**src/rtl/mix_engine.sv**
```systemverilog
// ============================================================================
// Module   : mix_engine
// Purpose  : Multi-lane iterative mixing engine with a start/done handshake.
//            The optional xor-shift step is enabled by defining MIX_XSHIFT_EN.
// Revision : 1.0 - initial release
// ============================================================================
`default_nettype none

module mix_engine #(
    parameter int WIDTH  = 32,
    parameter int LANES  = 8,
    parameter int ROUNDS = 16,
    parameter int SHL    = 16
) (
    input  logic                         clk,
    input  logic                         rst_n,
    input  logic                         start,
    input  logic [LANES*WIDTH-1:0]       seed_in,
    output logic                         ready,
    output logic                         busy,
    output logic                         done,
    output logic [LANES*WIDTH-1:0]       state_out,
    output logic [$clog2(ROUNDS+1)-1:0]  round_cnt
);

    localparam int c_CNT_W = $clog2(ROUNDS + 1);

    generate
        if (WIDTH < 8 || LANES < 4 || ROUNDS < 1 || SHL >= WIDTH) begin : g_param_check
            $error("mix_engine: illegal parameterisation");
        end
    endgenerate

    typedef enum logic [1:0] {
        S_IDLE = 2'd0,
        S_RUN  = 2'd1,
        S_DONE = 2'd2
    } state_t;

    state_t                         r_state;
    state_t                         w_state_nxt;
    logic [LANES-1:0][WIDTH-1:0]    r_lanes;
    logic [LANES-1:0][WIDTH-1:0]    w_lanes_nxt;
    logic [LANES-1:0][WIDTH-1:0]    w_round;
    logic [c_CNT_W-1:0]             r_cnt;
    logic [c_CNT_W-1:0]             w_cnt_nxt;
    logic [c_CNT_W-1:0]             w_cnt_inc;

    // One full round; the chain steps deliberately reuse lanes already updated
    // earlier in the same loop.
    function automatic logic [LANES-1:0][WIDTH-1:0] f_round(
        input logic [LANES-1:0][WIDTH-1:0] s
    );
        logic [LANES-1:0][WIDTH-1:0] o;
        o = s;
        for (int i = 0; i < LANES; i++) begin
            o[i] = o[i] + WIDTH'(i);
        end
        for (int i = 0; i < LANES; i++) begin
            o[i] = o[i] + o[(i + LANES - 1) % LANES] - o[(i + LANES - 2) % LANES];
        end
`ifdef MIX_XSHIFT_EN
        for (int i = 0; i < LANES; i++) begin
            o[i] = o[i] ^ (o[(i + LANES / 2) % LANES] << SHL);
        end
`else
`endif
        for (int i = 0; i < LANES; i++) begin
            o[i] = o[i] * WIDTH'(2 * i + 3) + WIDTH'(i + 1);
        end
        return o;
    endfunction

    assign w_round   = f_round(r_lanes);
    assign w_cnt_inc = r_cnt + c_CNT_W'(1);

    always_ff @(posedge clk or negedge rst_n) begin
        if (!rst_n) begin
            r_state <= S_IDLE;
            r_lanes <= '0;
            r_cnt   <= '0;
        end else begin
            r_state <= w_state_nxt;
            r_lanes <= w_lanes_nxt;
            r_cnt   <= w_cnt_nxt;
        end
    end

    always_comb begin
        w_state_nxt = r_state;
        w_lanes_nxt = r_lanes;
        w_cnt_nxt   = r_cnt;
        case (r_state)
            S_IDLE: begin
                if (start) begin
                    w_state_nxt = S_RUN;
                    w_lanes_nxt = seed_in;
                    w_cnt_nxt   = '0;
                end
            end
            S_RUN: begin
                w_lanes_nxt = w_round;
                w_cnt_nxt   = w_cnt_inc;
                if (w_cnt_inc == c_CNT_W'(ROUNDS)) begin
                    w_state_nxt = S_DONE;
                end
            end
            S_DONE: begin
                w_state_nxt = S_IDLE;
            end
            default: begin
                w_state_nxt = S_IDLE;
            end
        endcase
    end

    assign ready     = (r_state == S_IDLE);
    assign busy      = (r_state == S_RUN);
    assign done      = (r_state == S_DONE);
    assign state_out = r_lanes;
    assign round_cnt = r_cnt;

endmodule

`default_nettype wire

```
**config.mk**
```make
export PLATFORM = sky130hd
export DESIGN_NAME = mix_engine
export DESIGN_NICKNAME = d
export VERILOG_FILES = /design/src/rtl/mix_engine.sv
export SDC_FILE = /design/constraint.sdc
export NUM_CORES = 2
export LEC_CHECK = 0
export ABC_AREA = 1
export CAP_MARGIN = 20
export CORE_MARGIN = 10
export CORE_UTILIZATION = 40
export DETAILED_ROUTE_END_ITERATION = 16
export SKIP_CTS_REPAIR_TIMING = 1
export SLEW_MARGIN = 10
export SYNTH_ARGS = -nofsm -noshare
export SYNTH_HDL_FRONTEND = slang
export SYNTH_SLANG_ARGS = --single-unit
```
**constraint.sdc**
```tcl
create_clock -name clk -period 17.81 [get_ports clk]
set_clock_uncertainty 0.15 [all_clocks]
set_input_delay 5.343 -clock clk [delete_from_list [all_inputs] [get_ports clk]]
set_output_delay 5.343 -clock clk [all_outputs]
set_load 0.02 [all_outputs]
```
==> run metrics <==
Ys Warns=0; CP required=18140 ps; CTS Sinks=about 260; number of cell rows=132; number of global-route vias before repair=roughly 56000; failing checks=setup timing; antenna violations before repair=4; post-layout util=between 60% and 70%; H-Tree Depth=2; Worst-path clk slew=60 ps; dominant synthesized flop cell=dfrtp_1; Setup crit start kind=flop; Mean Syn Cell Area=7.53 sq um; endpoints failing setup=5; Skew-Pair Late Insertion Delay=about 640 ps; RSZ-0062 raised after global routing=true; post-route ant nets=0; ys async rst share=between 90% and 100%; final period utilization=106%; Clock Tree Buf Depth=3; routed via count=between 50000 and 60000; HPWL after DPL=roughly 210000 um; Area after DPL=71600 sq um; DRC=0; Die Wd=381 um; critical path class=flop to flop; Seq/Total Area, Yosys=12.6%; Initial Util=~40%; Vias per Instance=between 5 and 6; slowest CP cell=fa_1; syn_nets=around 8500; First DRT Iteration DRCs=between 4000 and 5000; synthesis-to-finish area growth=54.3%; Fmax=0.0532 GHz; final net count=10600; Avg WL per Cell=23.1 um; Yosys top cell area share=between 20% and 30%; crit-path max cell delay=around 610 ps; final WL=249000 um; worst hold path class=flop to flop; count of cell types in the netlist=64; min cycle time layout=about 19000 ps; Final Hold Fails=0; GRT Resource Usage Total=32.1%; Syn Std Cell Area=52100 sq um; CP delay by family, top=adder cells; Buf/Inv on CP=24; setup ws final=-997 ps; DRT Pass-1 Iters=6; dpl ws=-2600 ps; total die area=145000 sq um; layout cells sized above 1=approximately 30%; Slew @ Worst Pin=a little over 1000 ps; total global routing overflow=0; number of flops mapped to enable cells by yosys=0; Worst Setup End Kind=flop; CTS buffer count=38; largest net degree at the start of global routing=about 170; # IOs=approximately 520; WP data arrival=19140 ps; Hold WS=between 300 and 400 ps; first-pass GRT wire length=around 350000 um; max-cap violations=0; port bufs=~520; Worst Path Max Fanout=6; status=finished with violations; CP dominant cell by count=ha_4; die height=roughly 380 um; post-synthesis cell count=between 6000 and 7000; Slew HR=30.6%; core area=~130000 sq um; area leader, netlist=ha_1; CTS tree=built; Clock Tree Root=clkbuf_16; Area contributors post-synth=ha_1 23%, fa_1 13%, dfrtp_1 13%, inv_1 9.2%, nand2_1 7.3%; routability cong.=1.02; design area=around 80000 sq um; Slew Viols, Final=0; number of synthesized register bits=263
==> synth_stat cells, drive strengths merged (11+ instances only) <==
cell    count
o31ai      16
o21ai     538
a211oi     11
o21bai     50
nand2    1035
a221oi     21
o311ai     17
buf        17
or2        26
ha        941
nor2      462
nor3       75
a21oi     539
inv      1280
o21a       19
nand3     193
o211ai     45
fa        349
xor2      364
dfrtp     263
xnor2     168
a21boi     26
o221ai     30
a31oi      36
clkbuf    103
nand4      53
o22ai     124
a21o       49
nor4       28
==> sequential cells by signal, summed over array words and instances, names as in the netlist <==
register   count
state_out    256
round_cnt      5
r_state        2
==> cell families (layout without fill, tap and decap cells) <==
| group | count (synthesis) | in the layout | synth area share [%] |
|---|---|---|---|
| AOI/OAI and AO/OA | 1530 | 1530 | 16.8 |
| xor gates and xnor gates | 537 | 537 | 9.21 |
| adders and majority gates | 1290 | 1290 | 36.0 |
| buffers and inverters | 1401 | 3536 | 10.1 |
| DFF | 263 | 263 | 12.6 |
| other | 0 | 3 | 0 |
| and+or+nand+nor | 1896 | 1896 | 15.2 |
==> routing by layer <==
layer,vias to the layer above,part of all wire [%],global-route usage [%]
met1,27700,44,43.0
met2,1724,46,52.9
met4,2,4.5,11.0
met3,362,5.8,4.08
li1,27100,-,-
met5,-,0.0044,0
==> path summary, 6_finish.rpt <==
check / from / endpoint / slack (ps) / cells after the start
worst min-delay path: round_cnt[0] / round_cnt[0] / 390 / 1
worst max-delay path: state_out[225] / state_out[255] / -1000 / 100
max in group asynchronous: rst_n / state_out[182] / 11320 / 2
min in group asynchronous: rst_n / state_out[169] / 4700 / 1
worst max register to register: state_out[225] / state_out[255] / -1000 / 100
worst min register to register: round_cnt[0] / round_cnt[0] / 390 / 1
==> area by class of cell <==
cell class              count  area [sq um]
diodes                      3          7.51
clock buffers              50          1070
clock inverters            20           270
fillers                 11600         49100
inverters                1281          4830
multi-input cells        5253         47500
flip-flops and latches    263          6590
well taps                1742          2180
repair buffers           2185         18000
==> per-stage QoR <==
| stage | cells | setup TNS, ps |
|---|---|---|
| after floorplan | 6917 | -136 |
| after global placement | 10600 | -16760 |
| after detailed placement | 10600 | -19490 |
| after CTS | 10600 | -23260 |
| after global routing | 10800 | -9960 |
| final | 10800 | -2500 |
==> cell usage in the layout (no fill, tap or decap), types with 52 or more instances in the layout <==
cell type	n
nand2_2	94
ha_1	702
dfrtp_1	259
o21ai_0	404
a21oi_2	111
o22ai_1	124
a21oi_1	373
nand4_1	53
xnor2_1	119
nand2_1	912
clkdlybuf4s50_1	521
buf_4	1618
o21ai_1	68
nor2_1	409
a21oi_4	55
inv_1	1179
inv_2	94
nor3_1	52
xor2_1	276
xor2_2	54
ha_4	230
fa_1	341
nand3_1	175
Power is not shown: default switching activity piles up to over one toggle a cycle in this logic, so the estimate is an artifact.
